**config.mk**
```make
export PLATFORM = sky130hd
export DESIGN_NAME = fir_out_stream
export DESIGN_NICKNAME = d
export VERILOG_FILES = /design/src/rtl/fir_out_stream.sv
export SDC_FILE = /design/constraint.sdc
export NUM_CORES = 1
export LEC_CHECK = 0
export BUFFER_PORTS_ARGS = -buffer_cell sky130_fd_sc_hd__buf_2
export CORE_AREA = 2 2 141 143
export CTS_CLUSTER_SIZE = 14
export DETAILED_ROUTE_END_ITERATION = 8
export DIE_AREA = 0 0 143 145
export HOLD_SLACK_MARGIN = 0.08
export PLACE_DENSITY = 0.62
export RECOVER_POWER = 50
export SYNTH_ARGS = -nofsm -noshare
export SYNTH_HDL_FRONTEND = slang
export SYNTH_SLANG_ARGS = --single-unit
```
**constraint.sdc**
```tcl
create_clock -name clk -period 2.5 [get_ports clk]
set_input_delay 0.25 -clock clk [delete_from_list [all_inputs] [get_ports clk]]
set_output_delay 0.25 -clock clk [all_outputs]
set_load 0.02 [all_outputs]
```
**src/rtl/fir_out_stream.sv**
```systemverilog
// rtl/fir_out_stream.sv - round/saturate full-precision FIR samples into a ready/valid FIFO
// Ports:
//   clk                   single rising-edge clock
//   rst                   asynchronous active-low reset
//   valid_in, din         full-precision sample stream, no backpressure
//   out_valid, out_ready  FIFO head handshake; dout is the head sample
//   level                 FIFO occupancy, 0..FIFO_DEPTH
//   ovf_sat, ovf_drop     sticky saturation / dropped-sample flags
//   clr_flags             synchronous clear of both sticky flags
module fir_out_stream #(
  parameter int IN_WIDTH   = 26,
  parameter int OUT_WIDTH  = 16,
  parameter int DROP_LSBS  = 10,
  parameter int ROUND_MODE = 1,
  parameter int FIFO_DEPTH = 8
) (
  input  logic                        clk,
  input  logic                        rst,
  input  logic                        valid_in,
  input  logic [IN_WIDTH-1:0]         din,
  output logic                        out_valid,
  input  logic                        out_ready,
  output logic [OUT_WIDTH-1:0]        dout,
  output logic [$clog2(FIFO_DEPTH):0] level,
  output logic                        ovf_sat,
  output logic                        ovf_drop,
  input  logic                        clr_flags
);

  // One guard bit so the rounding increment can never wrap the sum.
  localparam int SW        = IN_WIDTH + 1;
  localparam int PW        = $clog2(FIFO_DEPTH);
  localparam int LW        = PW + 1;
  localparam int RND_SHIFT = (DROP_LSBS > 0) ? DROP_LSBS - 1 : 0;
  localparam logic [SW-1:0] RND =
    (ROUND_MODE != 0 && DROP_LSBS > 0) ? (SW'(1) << RND_SHIFT) : '0;

  // ---------------- stage 1: quantiser ----------------
  logic signed [SW-1:0]  s_sum;
  logic signed [SW-1:0]  q_shift;
  logic [OUT_WIDTH-1:0]  q_clamped;
  logic                  q_clamp_hit;

  always_comb begin
    s_sum   = $signed({din[IN_WIDTH-1], din}) + $signed(RND);
    q_shift = s_sum >>> DROP_LSBS;
  end

  if (SW > OUT_WIDTH) begin : g_clamp
    // The value fits in OUT_WIDTH iff every bit from the output sign bit
    // upward is a copy of the sign.
    logic [SW-OUT_WIDTH:0] upper;
    always_comb begin
      upper       = q_shift[SW-1:OUT_WIDTH-1];
      q_clamp_hit = !((&upper) || !(|upper));
      if (!q_clamp_hit) begin
        q_clamped = q_shift[OUT_WIDTH-1:0];
      end else if (q_shift[SW-1]) begin
        q_clamped = {1'b1, {(OUT_WIDTH-1){1'b0}}};
      end else begin
        q_clamped = {1'b0, {(OUT_WIDTH-1){1'b1}}};
      end
    end
  end else begin : g_extend
    always_comb begin
      q_clamp_hit = 1'b0;
      q_clamped   = OUT_WIDTH'(q_shift);
    end
  end

  logic [OUT_WIDTH-1:0] q_data_q, q_data_d;
  logic                 q_valid_q, q_valid_d;
  logic                 q_sat_q, q_sat_d;

  always_comb begin
    q_valid_d = valid_in;
    q_sat_d   = valid_in && q_clamp_hit;
    q_data_d  = valid_in ? q_clamped : q_data_q;
  end

  // ---------------- stage 2: FIFO ----------------
  logic [OUT_WIDTH-1:0] mem_q [FIFO_DEPTH];
  logic [PW-1:0]        wr_ptr_q, wr_ptr_d;
  logic [PW-1:0]        rd_ptr_q, rd_ptr_d;
  logic [LW-1:0]        level_q, level_d;
  logic                 ovf_sat_q, ovf_sat_d;
  logic                 ovf_drop_q, ovf_drop_d;
  logic                 full, pop, push, drop;

  always_comb begin
    full = (level_q == LW'(FIFO_DEPTH));
    pop  = (level_q != '0) && out_ready;
    // A full FIFO still accepts a write when the head leaves in the same cycle.
    push = q_valid_q && (!full || pop);
    drop = q_valid_q && full && !pop;

    wr_ptr_d = push ? wr_ptr_q + PW'(1) : wr_ptr_q;
    rd_ptr_d = pop  ? rd_ptr_q + PW'(1) : rd_ptr_q;

    level_d = level_q;
    case ({push, pop})
      2'b10:   level_d = level_q + LW'(1);
      2'b01:   level_d = level_q - LW'(1);
      default: level_d = level_q;
    endcase

    // Clear first, then set, so a set in the same cycle wins.
    ovf_sat_d  = ovf_sat_q;
    ovf_drop_d = ovf_drop_q;
    if (clr_flags) begin
      ovf_sat_d  = 1'b0;
      ovf_drop_d = 1'b0;
    end
    if (push && q_sat_q) begin
      ovf_sat_d = 1'b1;
    end
    if (drop) begin
      ovf_drop_d = 1'b1;
      if (q_sat_q) begin
        ovf_sat_d = 1'b1;
      end
    end
  end

  always_ff @(posedge clk or negedge rst) begin
    if (!rst) begin
      q_data_q   <= '0;
      q_valid_q  <= 1'b0;
      q_sat_q    <= 1'b0;
      wr_ptr_q   <= '0;
      rd_ptr_q   <= '0;
      level_q    <= '0;
      ovf_sat_q  <= 1'b0;
      ovf_drop_q <= 1'b0;
    end else begin
      q_data_q   <= q_data_d;
      q_valid_q  <= q_valid_d;
      q_sat_q    <= q_sat_d;
      wr_ptr_q   <= wr_ptr_d;
      rd_ptr_q   <= rd_ptr_d;
      level_q    <= level_d;
      ovf_sat_q  <= ovf_sat_d;
      ovf_drop_q <= ovf_drop_d;
    end
  end

  // Storage needs no reset: nothing is read unless level says it was written.
  always_ff @(posedge clk) begin
    if (push) begin
      mem_q[wr_ptr_q] <= q_data_q;
    end
  end

  assign out_valid = (level_q != '0);
  assign dout      = mem_q[rd_ptr_q];
  assign level     = level_q;
  assign ovf_sat   = ovf_sat_q;
  assign ovf_drop  = ovf_drop_q;

endmodule

```
==> results of run 1 <==
cell usage in the layout (no fill, tap or decap), types with 2 or more instances in the layout:
cell | synthesis | routed
mux2_2 | 18 | 18
nand3_1 | 7 | 7
buf_4 | 0 | 13
clkinv_2 | 0 | 2
inv_6 | 0 | 2
mux4_2 | 32 | 32
a211oi_1 | 7 | 7
ha_1 | 4 | 4
clkinv_1 | 0 | 3
nor4_1 | 3 | 2
edfxtp_1 | 128 | 128
inv_1 | 7 | 7
nor3_1 | 7 | 3
nand4b_1 | 2 | 2
nor3_2 | 0 | 2
clkbuf_16 | 0 | 17
nand2b_1 | 3 | 3
nor2_1 | 23 | 23
xor2_1 | 7 | 7
buf_2 | 5 | 37
dfrtp_1 | 30 | 29
a31oi_1 | 3 | 3
and4_1 | 4 | 4
and3_1 | 4 | 4
a211oi_2 | 2 | 2
clkinv_4 | 0 | 3
nand2_1 | 9 | 9
nor3_4 | 0 | 2
a311oi_1 | 4 | 4
o21ai_0 | 4 | 4
buf_12 | 0 | 3
xnor2_1 | 11 | 11
dlygate4sd3_1 | 0 | 2
clkbuf_1 | 9 | 7
bufinv_16 | 0 | 3
worst max path at each step:
| stage | startpoint | to | slack [ps] | cells past startpoint |
|---|---|---|---|---|
| global route | rd_ptr_q[0] | dout[2] | 80 | 4 |
| CTS | rd_ptr_q[0] | dout[2] | 140 | 4 |
| global placement | level[3] | level[2] | 440 | 8 |
| finish | rd_ptr_q[0] | dout[2] | 190 | 4 |
| floorplan | level[0] | mem_q[4][0] | -70 | 4 |
| detailed placement | level[3] | level[2] | 400 | 8 |
logic make-up (layout without fill, tap and decap cells):
| kind of cell | Yosys count | after routing |
|---|---|---|
| flip-flops | 158 | 158 |
| AND/OR/NAND/NOR | 70 | 70 |
| multiplexers | 52 | 52 |
| AO/OA/AOI/OAI | 30 | 30 |
| buffers and inverters | 22 | 101 |
| XOR/XNOR | 18 | 18 |
| adder cells (fa/ha/maj) | 4 | 4 |
metrics by stage:
step	power, mW	cells	util
after floorplan	5.38	354	-
after global placement	6.25	664	0.372
after detailed placement	6.33	664	0.372
after CTS	8.87	698	0.403
after global routing	9.16	698	0.403
final	8.73	698	0.403
registers in the layout, summed over array words and instances (netlist names):
register and count:
mem_q 128, q_data_q 16, level 4, rd_ptr_q 3
wr_ptr_q 3, ovf_drop 1, ovf_sat 1, q_sat_q 1
q_valid_q 1
layout make-up:
type | count | area [um2] | share of cell area
sequential | 158 | 4600 | 0.594
multi-input combinational | 174 | 1810 | 0.233
clock buffer | 17 | 425 | 0.0550
timing repair buffer | 62 | 389 | 0.0503
tap | 265 | 332 | 0.0428
clock inverter | 15 | 168 | 0.0217
inverter | 7 | 26.3 | 0.00339
worst max-delay path, delay by kind of cell (launching register included):
kind | cells | cell delay (ps)
muxes | 2 | 820
buffers and inverters | 2 | 440
DFF | 1 | 390
metal layers:
layer / global-route usage / routed length [um] / up-vias
met1: 0.162 / 5530 / 1747
li1: - / - / 1554
met4: 0.0371 / 145 / 0
met5: 0 / 0 / -
met2: 0.204 / 6090 / 74
met3: 0.0274 / 419 / 11
report_power, final:
part / switching [mW] / internal (mW) / leakage [nW]
Clock: 0.973 / 1.56 / 0.286
Sequential: 0.251 / 3.32 / 1.51
Combinational: 1.40 / 1.23 / 0.854
==> metrics.md, run 1 <==
| Metric | Value |
|---|---|
| Yosys Warn Count | 0 |
| Ys async rst share | 0.190 |
| Crit-path cells | buf_4 > mux4_2 > mux2_2 > buf_2 |
| WL final | 12.2 mm |
| Setup Crit Path Kind | flop to output pin |
| Synth-to-layout area growth | 20.2% |
| Grt ovf | 0 |
| Worst endpoint data arrival time | 2060 ps |
| Root buffer cell | clkbuf_16 |
| Hold Crit Depth | 2 |
| RePlAce Congestion | 0.797 |
| Clock buffer count from CTS | 17 |
| Crit path required time | 2250 ps |
| Hold Crit Endpoint | ovf_drop |
| Max FO, Critical Path | 12 |
| R2r endpoint | level[2] |
| Clock skew | 13.8 ps |
| DRT iter0 DRCs | 239 |
| Number of synthesized flops with an enable pin | 128 |
| Worst-path clk slew | 70 ps |
| PostCTS Resize Cnt | 0 |
| Leading post-synthesis cells by cell area | edfxtp_1 60%, dfrtp_1 12%, mux4_2 11% |
| Worst vdd ir | 0.525 mV |
| Global-route wire length before repair | 19.2 mm |
| CTS Hold Bufs | 2 |
| Reg-to-reg slack, setup | 380 ps |
| Place WS | 399 ps |
| Post-synth top area share | 0.597 |
| R2r startpoint | level[3] |
| Post-DP HPWL | 7.79 mm |
| Max Cap Viol | 1 |
| Cells after synthesis | 354 |
| Simple-gate share of the synthesized area | 0.0575 |
| DR pass1 iterations | 4 |
| Post-Synth XOR/XNOR Area | 0.0245 |
| Post-synthesis register bit count | 158 |
| Worst hold path class | primary input to flop |
| Synth area leader | edfxtp_1 |
| F_max | 432 MHz |
| Final Net Count | 455 |
| Antenna Cells | 0 |
| Compound-cell area share of the yosys netlist | 0.0359 |
| Die height | 145 um |
| Failing checks | capacitance limit, slew limit |
| Worst slew margin | -0.0574 |
| Starting Density | 0.335 |
| Multiplexer share of the synthesized area | 0.147 |
| DRC viols | 0 |
| Adder-cell share of the synthesized area | 0.00777 |
| Period minus WS final | 2310 ps |
| RSZ-0062 raised after global routing | false |
| # IOs | 54 |
| Number of global-route vias before repair | 3579 |
| Die width | 143 um |
| Final setup fails | 0 |
| Largest net degree at the start of global routing | 35 |
| GRT Total Usage | 0.123 |
| Most frequent cell after synthesis | edfxtp_1 |
| Syn nets | 389 |
| Max Buffers Root-to-Sink | 2 |
| Sequential share of the synthesized area | 0.713 |
| Cell Area, Placed | 7140 um2 |
| H-tree Lvls | 4 |
| DR WL/cell | 17.4 um |
| Hold path start | out_ready |
| Status | complete, but fails checks |
| Final setup TNS | 0 ps |
| Slowest-stage cell, CP | mux4_2 |
| Core Region | 19200 um2 |
| Buffers on Ports | 44 |
| Antenna Nets Post-Route | 0 |
| DIE AREA | 20700 um2 |
| Setup Buffers After CTS | 0 |
| CTS tree | built |
| Total number of vias | 3386 |
| Row count | 51 |
| Mapped Area | 6440 um2 |
| Setup crit end kind | output pin |
| Main combinational cell family by area after synthesis | multiplexers |
| Post-DR vias/cell | 4.85 |
| Clock insertion delay at the later pin of the skew report | 420 ps |
| Design area | 7740 um2 |
| Commonest cells post-synth | 128 x edfxtp_1, 32 x mux4_2, 30 x dfrtp_1, 23 x nor2_1, 18 x mux2_2 |
| Worst r2r path cells | 8 |
| Syn avg cell area | 18.2 um2 |
| Startpoint types | flop |
| Initial antenna violation count | 0 |
| Netlist cell types | 45 |
| CTS Sinks | 158 |
| Worst Setup Slack, final | 186 ps |
| Fin. Hold Viols | 0 |
| Worst Max-Slew Pin Slew | 1590 ps |
| Final clock period utilization by the worst path | 0.926 |
| Max-slew violation count | 31 |
| Layout cells sized above 1 | 0.335 |
| Pwr Density | 1130 nW/um2 |
| Post-synth top flop | edfxtp_1 |
| Min Hold Slack | 152 ps |
| Fillers | 1717 |
| Leakage | 2.65 nW |
| Crit path largest cell delay | 550 ps |
No activity file was read; power rests on OpenSTA's default activity.
==> inputs of run 2 (changes only) <==
- BUFFER_PORTS_ARGS: -buffer_cell sky130_fd_sc_hd__buf_2 -> -buffer_cell sky130_fd_sc_hd__buf_4
==> metrics.md, run 2 (synthesis results as in run 1) <==
| Metric | Value |
|---|---|
| Fin. Hold Viols | 0 |
| Crit path required time | 2250 ps |
| DRC viols | 0 |
| Startpoint types | flop |
| Worst vdd ir | 0.566 mV |
| GRT Total Usage | 0.125 |
| Clock insertion delay at the later pin of the skew report | 420 ps |
| Starting Density | 0.335 |
| Global-route wire length before repair | 19.6 mm |
| Worst endpoint data arrival time | 2050 ps |
| Fin cells | 697 |
| Place WS | 425 ps |
| Worst Max-Slew Pin Slew | 1630 ps |
| Max-slew violation count | 31 |
| Largest net degree at the start of global routing | 35 |
| DR pass1 iterations | 4 |
| Final Net Count | 454 |
| Critical path origin | rd_ptr_q[0] |
| R2r startpoint | level[3] |
| Initial antenna violation count | 0 |
| DRT iter0 DRCs | 199 |
| R2r endpoint | level[2] |
| Max Buffers Root-to-Sink | 2 |
| Setup crit end kind | output pin |
| Max Cap Viol | 1 |
| RSZ-0062 raised after global routing | false |
| Max FO, Critical Path | 12 |
| CTS Sinks | 158 |
| Synth-to-layout area growth | 21.2% |
| Commonest non-fill, non-tap cell in the layout | edfxtp_1 |
| Worst Setup Slack, final | 198 ps |
| Antenna Nets Post-Route | 0 |
| Setup Crit Path Kind | flop to output pin |
| Setup Buffers After CTS | 0 |
| # IOs | 54 |
| F_max | 434 MHz |
| Grt ovf | 0 |
| Pwr Density | 1130 nW/um2 |
| Post-DP HPWL | 7.61 mm |
| Final setup fails | 0 |
| Hold Crit Endpoint | ovf_drop |
| Buffers on Ports | 44 |
| Die height | 145 um |
| Failing checks | capacitance limit, slew limit |
| Overall power | 8.81 mW |
| Hold path start | out_ready |
| Hold Crit Depth | 2 |
| Clock skew | 8.19 ps |
| Layout cells sized above 1 | 0.340 |
| Final clock period utilization by the worst path | 0.921 |
| Worst r2r path cells | 8 |
| Leakage | 2.67 nW |
| Worst-path clk slew | 70 ps |
| PostCTS Resize Cnt | 0 |
| Most frequent cells in the layout | 128 x edfxtp_1, 50 x buf_4, 32 x mux4_2 |
| Worst hold path class | primary input to flop |
| Inst Count DP | 663 |
| Worst slew margin | -0.0865 |
| H-tree Lvls | 4 |
| Status | complete, but fails checks |
| DIE AREA | 20700 um2 |
| Number of global-route vias before repair | 3574 |
| Die width | 143 um |
| RePlAce Congestion | 0.817 |
| CTS tree | built |
| Top reg by flops | mem_q |
| Max FFs per register | 128 |
| Post-DR vias/cell | 4.83 |
| WL final | 12.2 mm |
| Reg-to-reg slack, setup | 400 ps |
| CTS Hold Bufs | 2 |
| Root buffer cell | clkbuf_16 |
| DR WL/cell | 17.5 um |
| Total number of vias | 3364 |
| Antenna Cells | 0 |
| Clock buffer count from CTS | 17 |
| Period minus WS final | 2300 ps |
| Core Region | 19200 um2 |
| Row count | 51 |
## run 2: changes by cell type in the layout (fill, tap and decap cells not counted), moves of 2 or more
cell / previous run / this run
bufinv_16: 3 / 1
inv_8: 0 / 2
buf_2: 37 / 0
buf_4: 13 / 50
clkinv_1: 3 / 0
inv_6: 2 / 6
## run 2: final cells by class
| type | instances | area (um2) |
|---|---|---|
| clock buffers | 17 | 425 |
| inverters | 7 | 26.3 |
| flip-flops and latches | 158 | 4600 |
| fillers | 1717 | 11400 |
| repair buffers | 61 | 462 |
| multi-input cells | 174 | 1810 |
| well taps | 265 | 332 |
| clock inverters | 15 | 151 |
## run 2: worst max-delay path, cell delays in order (launching register included)
cell and delay (ps):
dfrtp_2 380, buf_4 260, mux4_2 540, mux2_2 280
buf_4 160
## run 2: worst max path at each step
stage / endpoint / slack [ps] / cells after the start
finish: dout[5] / 200 / 4
global placement: level[2] / 420 / 8
detailed placement: level[2] / 430 / 8
floorplan: mem_q[4][0] / -70 / 4
CTS: dout[12] / 150 / 4
global route: dout[12] / 110 / 4
## run 2: layer usage
layer,GRT usage,part of all wire,vias up
li1,-,-,1548
met1,0.163,0.44,1719
met2,0.207,0.50,81
met3,0.0231,0.042,16
met4,0.0505,0.016,0
met5,0,0,-
## run 2: power by group
part / switching (mW) / internal (mW)
logic: 1.40 / 1.36
registers: 0.248 / 3.32
clock network: 1.08 / 1.40
## run 2: metrics by stage
stage / hold WS [ps] / area [um2] / utilization / setup TNS (ps)
2_1_floorplan: -45.6 / 6450 / - / -3390
3_3_place_gp: 188 / 7230 / 0.377 / 0
3_5_place_dp: 202 / 7230 / 0.377 / 0
4_1_cts: 86.2 / 7830 / 0.408 / 0
5_1_grt: 108 / 7800 / 0.406 / 0
6_report: 101 / 7800 / 0.406 / 0
